**config.mk**
```make
export PLATFORM = sky130hd
export DESIGN_NAME = sr_pulse_driver
export DESIGN_NICKNAME = d
export VERILOG_FILES = /design/src/rtl/sr_pulse_driver.sv
export SDC_FILE = /design/constraint.sdc
export NUM_CORES = 1
export LEC_CHECK = 0
export ABC_AREA = 1
export BUFFER_PORTS_ARGS = -buffer_cell sky130_fd_sc_hd__buf_2
export CAP_MARGIN = 20
export CELL_PAD_IN_SITES_DETAIL_PLACEMENT = 1
export CELL_PAD_IN_SITES_GLOBAL_PLACEMENT = 1
export CORE_ASPECT_RATIO = 1.1
export CORE_MARGIN = 4
export CORE_UTILIZATION = 35
export CTS_CLUSTER_SIZE = 16
export DETAILED_ROUTE_END_ITERATION = 6
export MAX_ROUTING_LAYER = met4
export PLACE_DENSITY = 0.7
export SLEW_MARGIN = 0
export SYNTH_ARGS = -nofsm -noshare
export SYNTH_HDL_FRONTEND = slang
export SYNTH_SLANG_ARGS = --single-unit
```
**constraint.sdc**
```tcl
create_clock -name clk -period 1.4 [get_ports clk]
set_input_delay 0.07 -clock clk [delete_from_list [all_inputs] [get_ports clk]]
set_output_delay 0.07 -clock clk [all_outputs]
set_load 0.005 [all_outputs]
```
**src/rtl/sr_pulse_driver.sv**
```systemverilog
// Write sequencer for a bank of SR storage cells with per-bit S/R polarity:
// pulses masked bits, waits one settle cycle, checks readback and tracks a shadow copy.
module sr_pulse_driver #(
  parameter int unsigned      WIDTH     = 3,
  parameter logic [WIDTH-1:0] S_POL     = 3'b111,
  parameter logic [WIDTH-1:0] R_POL     = 3'b011,
  parameter int unsigned      PULSE_CYC = 2,
  parameter logic [WIDTH-1:0] INIT      = 3'b000
) (
  input  logic             clk,
  input  logic             rst,
  input  logic             req_valid,
  output logic             req_ready,
  input  logic [WIDTH-1:0] req_data,
  input  logic [WIDTH-1:0] req_mask,
  output logic [WIDTH-1:0] S,
  output logic [WIDTH-1:0] R,
  input  logic [WIDTH-1:0] q_in,
  output logic             done_valid,
  output logic             done_err,
  output logic [WIDTH-1:0] shadow
);

  localparam logic [WIDTH-1:0] SIdle     = ~S_POL;
  localparam logic [WIDTH-1:0] RIdle     = ~R_POL;
  localparam logic [3:0]       PulseLoad = 4'(PULSE_CYC);

  typedef enum logic [1:0] {
    StIdle,
    StPulse,
    StSettle,
    StCheck
  } state_e;

  state_e           state_q, state_d;
  logic [3:0]       cnt_q, cnt_d;
  logic [WIDTH-1:0] mask_q, mask_d;
  logic [WIDTH-1:0] target_q, target_d;
  logic [WIDTH-1:0] s_q, s_d;
  logic [WIDTH-1:0] r_q, r_d;
  logic             ready_q, ready_d;
  logic             done_valid_q, done_valid_d;
  logic             done_err_q, done_err_d;
  logic [WIDTH-1:0] shadow_q, shadow_d;

  always_comb begin
    state_d      = state_q;
    cnt_d        = cnt_q;
    mask_d       = mask_q;
    target_d     = target_q;
    s_d          = s_q;
    r_d          = r_q;
    ready_d      = ready_q;
    done_valid_d = 1'b0;
    done_err_d   = 1'b0;
    shadow_d     = shadow_q;

    unique case (state_q)
      StIdle: begin
        if (req_valid && ready_q) begin
          mask_d   = req_mask;
          target_d = (shadow_q & ~req_mask) | (req_data & req_mask);
          ready_d  = 1'b0;
          if (|req_mask) begin
            state_d = StPulse;
            cnt_d   = PulseLoad;
            // Logical set/reset vectors folded straight into physical polarity.
            s_d     = (req_mask & req_data) ^ SIdle;
            r_d     = (req_mask & ~req_data) ^ RIdle;
          end else begin
            state_d      = StCheck;
            done_valid_d = 1'b1;
          end
        end
      end
      StPulse: begin
        // Counter saturates at the exit condition rather than wrapping.
        if (cnt_q <= 4'd1) begin
          state_d = StSettle;
          cnt_d   = 4'd0;
          s_d     = SIdle;
          r_d     = RIdle;
        end else begin
          cnt_d = cnt_q - 4'd1;
        end
      end
      StSettle: begin
        state_d      = StCheck;
        done_valid_d = 1'b1;
        done_err_d   = |((q_in ^ target_q) & mask_q);
      end
      StCheck: begin
        state_d  = StIdle;
        shadow_d = target_q;
        ready_d  = 1'b1;
      end
      default: begin
        state_d = StIdle;
        s_d     = SIdle;
        r_d     = RIdle;
        ready_d = 1'b1;
      end
    endcase
  end

  always_ff @(posedge clk) begin
    if (rst) begin
      state_q      <= StIdle;
      cnt_q        <= 4'd0;
      mask_q       <= '0;
      target_q     <= INIT;
      s_q          <= SIdle;
      r_q          <= RIdle;
      ready_q      <= 1'b1;
      done_valid_q <= 1'b0;
      done_err_q   <= 1'b0;
      shadow_q     <= INIT;
    end else begin
      state_q      <= state_d;
      cnt_q        <= cnt_d;
      mask_q       <= mask_d;
      target_q     <= target_d;
      s_q          <= s_d;
      r_q          <= r_d;
      ready_q      <= ready_d;
      done_valid_q <= done_valid_d;
      done_err_q   <= done_err_d;
      shadow_q     <= shadow_d;
    end
  end

  assign S          = s_q;
  assign R          = r_q;
  assign req_ready  = ready_q;
  assign done_valid = done_valid_q;
  assign done_err   = done_err_q;
  assign shadow     = shadow_q;

`ifndef SYNTHESIS
  a_no_s_r_overlap : assert property (@(posedge clk) disable iff (rst)
    ((s_q ^ SIdle) & (r_q ^ RIdle)) == '0);
  a_done_one_cycle : assert property (@(posedge clk) disable iff (rst)
    done_valid_q |=> !done_valid_q);
`endif

endmodule

```
==> results.yml, run 1 <==
timing:
  hold_ws_ns: 0.04978
  setup_violations: 0
  fmax_mhz: 730.8
  rsz0062_at_grt: "yes"
  setup_slack_ns: 0.03160
  period_share_pct: 97.74
  slew_headroom_pct: 68.28
  worst_pin_slew_ns: 0.4752
  maxSlewViolCount: 0
  setup_tns_ns: 0
  hold_violations: 0
  min_period_ns: 1.368
  fin_skew_ns: 0.003335
synthesis:
  synth_area_leader_cell: "dfxtp_1"
  async_flop_share_pct: 0
  synth_commonest_cells: "nand2_1, dfxtp_1, inv_1"
  synth-seq-area-share_pct: 38.91
  ys_ff_latch: 24
  syn_nets: 193
  syn_avg_cell_area_sq_um: 7.097
  yosysWarnings: 0
  synth_top_area_share_pct: 38.91
  ys.flop_type: "dfxtp_1"
  syn_area_sq_um: 1235
  synthTopCellsByArea: "dfxtp_1, nand2_1, ha_1"
  synthCells: 174
  yosysMostFrequentCell: "nand2_1"
  synth-edff-count: 0
  synth_cell_types: 22
pwr:
  leakage_nw: 0.7878
  p_sw_mw: 1.332
  p_total_mw: 3.252
  swShare_pct: 40.96
  internal-power_mw: 1.920
  combPwrFrac_pct: 53.6
  power_frac_seq_pct: 31.1
  irDropWorstVdd_mv: 0.7458
  pwr-share-clk_pct: 15.4
  p_per_area_nw_per_um2: 1959
setup_path:
  cp-end-kind: "flop"
  cp_common_cell: "nand2_1"
  path_class: "flop to flop"
  path_cells: "inv_4 -> ha_4 -> nor2_4 -> o21ai_4 -> nand2_2 -> nand2_1 -> nand2_1 -> nor2_1"
  path_max_fanout: 6
  cp_data_arrival_time_ns: 1.61
  required_ns: 1.64
  cp_slowest_stage_delay_ns: 0.36
  cp_slowest_cell: "dfxtp_2"
  start_kind: "flop"
finish:
  diodes: 0
  fin_cells: 259
  syn2layout_area_growth_pct: 34.45
  drive_gt1_share_pct: 34.60
  fin_nets: 231
die:
  die_h_microns: 70.30
  core-area_sq_um: 3358
  start_util_pct: 36.77
  die_x_microns: 64.64
  die_area_sq_um: 4544
  rows: 22
  pin_count: 24
global_route:
  grt_pass1_vias: 1286
  track_usage_pct: 15.67
  grt_max_degree: 15
  grt_pass1_wl_microns: 5685
  overflow: 0
  antenna_found_initial: 0
routing:
  via_per_inst: 4.772
  antenna_left: 0
  drt-total-wl_microns: 3462
  drc: 0
  dr.first_iter.drc_count: 40
  wl_per_cell_microns: 13.37
  dr_total_vias: 1236
  dr.pass1.iters: 3
place:
  place_ws_ns: -0.04203
  dp_hpwl_microns: 2534
  numPortBuffers: 23
  routabilityCongestion: 0.8297
  dp.cells: 250
clock_network:
  h-tree-depth: 1
  path_clk_slew_ns: 0.14
  clock_sinks: 24
  cts_tree: "done"
  root_buffer: "clkbuf_4"
  cts_hold_buf: 0
  clockBufferDepth: 2
  numCtsBuffers: 3
  clk-insertion-delay-late_ns: 0.30
job:
  max-cap-violations: 0
status:
  outcome: "finished, final reports clean"
worst_hold_path:
  hold_class: "primary input to flop"
## final timing paths
check / startpoint / end / slack [ns] / cells after the start
worst min-delay path: req_mask[1] / mask_q[1] / 0.05 / 3
worst min register to register: mask_q[0] / mask_q[0] / 0.47 / 2
worst max register to register: cnt_q[1] / state_q[1] / 0.03 / 8
worst max-delay path: cnt_q[1] / state_q[1] / 0.03 / 8
## cells by family after synthesis
group	Yosys count	synth area share [%]
xor gates and xnor gates	1	0.7093
adders and majority gates	7	7.092
buffers and inverters	28	9.119
AOI/OAI and AO/OA	30	12.46
DFF	24	38.91
and+or+nand+nor	84	31.71
## through the flow
stage | util [%] | cell area [sq um]
2_1_floorplan | - | 1235
5_1_grt | 49.44 | 1660
4_1_cts | 45.49 | 1528
3_3_place_gp | 43.22 | 1451
3_5_place_dp | 43.22 | 1451
6_report | 49.44 | 1660
## cells in the final DEF, fill, tap and decap left out, types with 10 or more instances in the layout
master	Yosys	final
a21oi_1	16	15
buf_2	0	23
buf_4	0	12
dfxtp_1	24	20
inv_1	21	16
nand2_1	41	38
nand3_1	16	16
nor2_1	14	13
o21ai_0	10	10
## cell type report
type                       instances  area (sq um)
fill                             459          1698
multi-input combinational        123         748.2
sequential                        24         488.0
timing repair buffer              35         205.2
inverter                          25         106.4
tap                               48         60.06
clock inverter                     1         30.03
clock buffer                       3         22.52
## worst max-delay path, delay by kind of cell (launching register included)
family                   cells  cell delay [ns]
AO/OA/AOI/OAI                1             0.26
adder cells (fa/ha/maj)      1             0.15
buffers and inverters        1             0.08
flip-flops                   1             0.36
AND/OR/NAND/NOR              5             0.45
## routing by layer
metal | share of wire (%) | global-route usage [%] | vias up
li1 | - | - | 629
met1 | 44 | 18.30 | 587
met2 | 53 | 28.33 | 16
met3 | 2.3 | 2.251 | 4
met4 | 0.98 | 3.052 | 0
met5 | 0 | - | -
## power groups by stage
stage                     Combinational (mW)  Clock (mW)  Sequential [mW]
after global routing                    1.96       0.559             1.04
final                                   1.74       0.500             1.01
after CTS                               1.44       0.520            0.973
after floorplan                        0.892           0            0.985
after detailed placement                1.35           0            0.987
after global placement                  1.30           0            0.975
## sequential cells by signal (all words and copies together), names as in the netlist, 2 cells and up
register	flops
R	3
shadow	3
mask_q	3
state_q	2
cnt_q	4
S	3
target_q	3
## repair_timing
action,in CTS,in global routing
endpoints found under the setup margin,9,14
cloned,0,1
buffers inserted,0,4
pin swaps,3,7
resized for setup,8,25
No activity file was read; power rests on OpenSTA's default activity.
==> inputs of run 2 (changes only) <==
- clock period: 1.4 -> 1.65 ns (I/O delays scaled with it)
==> run 2 against run 1 <==
Effect of this change:
- register-to-register slack improved by 0.12 ns
- clock power decreased by 12%
- sequential power decreased by 17%
- power decreased by 30%
- die area unchanged
- critical path depth increased by 1
- hold slack got worse by 0.022 ns
- flip-flop and latch count unchanged
- non-clock buffer count decreased by 12
- first-iteration DRC count decreased by 33%
- critical path type unchanged
- largest cell class unchanged
==> results.yml, run 2 (synthesized netlist as in run 1, its figures left out) <==
routing:
  dr_total_vias: 1177
  via_per_inst: 4.785
  dr.first_iter.drc_count: 27
  antenna_left: 0
  dr.pass1.iters: 4
  drc: 0
  wl_per_cell_microns: 12.57
  drt-total-wl_microns: 3093
setup_path:
  path_class: "flop to flop"
  cp_slowest_cell: "dfxtp_2"
  path_cells: "inv_1 -> ha_2 -> inv_2 -> nor2_8 -> nand2_4 -> nand2_4 -> nand2_2 -> nand2_1 -> a21oi_1"
  required_ns: 1.87
  worstRegToRegCells: 9
  critPathBufInv: 2
  cp-end-kind: "flop"
  start_kind: "flop"
  path_max_fanout: 11
  regToRegSetupSlack_ns: 0.15
  cp_data_arrival_time_ns: 1.72
  regToRegStartpoint: "state_q[0]"
  r2r-end: "cnt_q[0]"
  cp_common_cell: "nand2_4"
  cp_slowest_stage_delay_ns: 0.37
  cp_top_family: "simple AND/OR/NAND/NOR gates"
clock_network:
  post_cts.repair.setup_buffers: 0
  path_clk_slew_ns: 0.15
  numCtsBuffers: 3
  h-tree-depth: 1
  clk-insertion-delay-late_ns: 0.33
  clockBufferDepth: 2
  cts_hold_buf: 0
  clock_sinks: 24
  root_buffer: "clkbuf_4"
  cts_tree: "done"
pwr:
  p_per_area_nw_per_um2: 1580
  leakage_nw: 0.7020
  irDropWorstVdd_mv: 0.6153
worst_hold_path:
  hold_class: "primary input to flop"
  holdCritStartpoint: "req_mask[1]"
  min_path_cells: 3
  min_to: "mask_q[1]"
timing:
  worst_pin_slew_ns: 0.4375
  rsz0062_at_grt: "no"
  period_share_pct: 90.95
  setup_violations: 0
  hold_violations: 0
  fmax_mhz: 666.4
  min_period_ns: 1.501
  maxSlewViolCount: 0
  slew_headroom_pct: 70.80
  setup_tns_ns: 0
  fin_skew_ns: 0.01428
global_route:
  grt_pass1_vias: 1177
  track_usage_pct: 14.71
  overflow: 0
  grt_pass1_wl_microns: 5313
  antenna_found_initial: 0
  grt_max_degree: 15
finish:
  final_cell_mix: "nand2_1, dfxtp_1, buf_2, inv_1"
  regMostFlops: "cnt_q"
  final_common_cell: "nand2_1"
  syn2layout_area_growth_pct: 17.43
  largest_reg_flops: 4
  fillCellCount: 457
  fin_area_sq_um: 1450
  fin_nets: 218
  fin_util_pct: 43.18
  drive_gt1_share_pct: 23.23
  diodes: 0
die:
  core-area_sq_um: 3358
  die_x_microns: 64.64
  die_h_microns: 70.30
  die_area_sq_um: 4544
  pin_count: 24
  rows: 22
  start_util_pct: 36.77
place:
  dp_hpwl_microns: 2468
  numPortBuffers: 23
  routabilityCongestion: 0.8023
  place_area_sq_um: 1391
job:
  max-cap-violations: 0
status:
  outcome: "finished, final reports clean"
[run 2: worst register-to-register path, stage by stage (launching register included)]
cell	delay [ns]
dfxtp_2	0.37
inv_1	0.10
ha_2	0.20
inv_2	0.07
nor2_8	0.17
nand2_4	0.08
nand2_4	0.12
nand2_2	0.13
nand2_1	0.12
a21oi_1	0.05
[run 2: through the flow]
step           hold slack [ns]  worst slack (ns)  power, mW  cells
2_1_floorplan           0.1783            0.3115      1.592    174
3_3_place_gp            0.3815            0.1648      1.820    242
3_5_place_dp            0.3927            0.1295      1.866    242
4_1_cts                0.02123           0.09673      2.314    246
5_1_grt                0.03747          0.005352      2.511    246
6_report               0.02747            0.1494      2.291    246
[run 2: worst max-delay path by stage]
stage / from / end / slack (ns) / cells after the start
finish: state_q[0] / cnt_q[0] / 0.15 / 9
global route: state_q[0] / S[0] / 0.005 / 9
CTS: state_q[0] / cnt_q[0] / 0.1 / 9
detailed placement: state_q[1] / S[0] / 0.13 / 9
global placement: state_q[0] / cnt_q[0] / 0.16 / 9
floorplan: state_q[0] / cnt_q[3] / 0.31 / 11
[run 2: layout make-up]
cell class	instances	area [sq um]	share of cell area (%)
repair buffers	23	115.1	7.938
multi-input cells	122	646.9	44.61
inverters	25	93.84	6.471
clock inverters	1	30.03	2.071
clock buffers	3	22.52	1.553
well taps	48	60.06	4.142
flip-flops and latches	24	481.7	33.22
[run 2: report_power, final]
group          internal (mW)  switching, mW
clock                  0.246          0.195
combinational          0.373          0.644
sequential             0.737         0.0969
total                   1.36          0.935
[run 2: metal layers]
layer  track usage [%]  up-vias  routed length (microns)
met1             17.48      560                     1423
met5                 -        -                        0
met4             2.817        0                       12
li1                  -      597                        -
met2             26.15       18                     1544
met3             2.251        2                      113
[run 2: timing repair]
action	CTS	global route
resized for setup	0	4
hold endpoints to repair	0	0
setup endpoints to repair	0	8
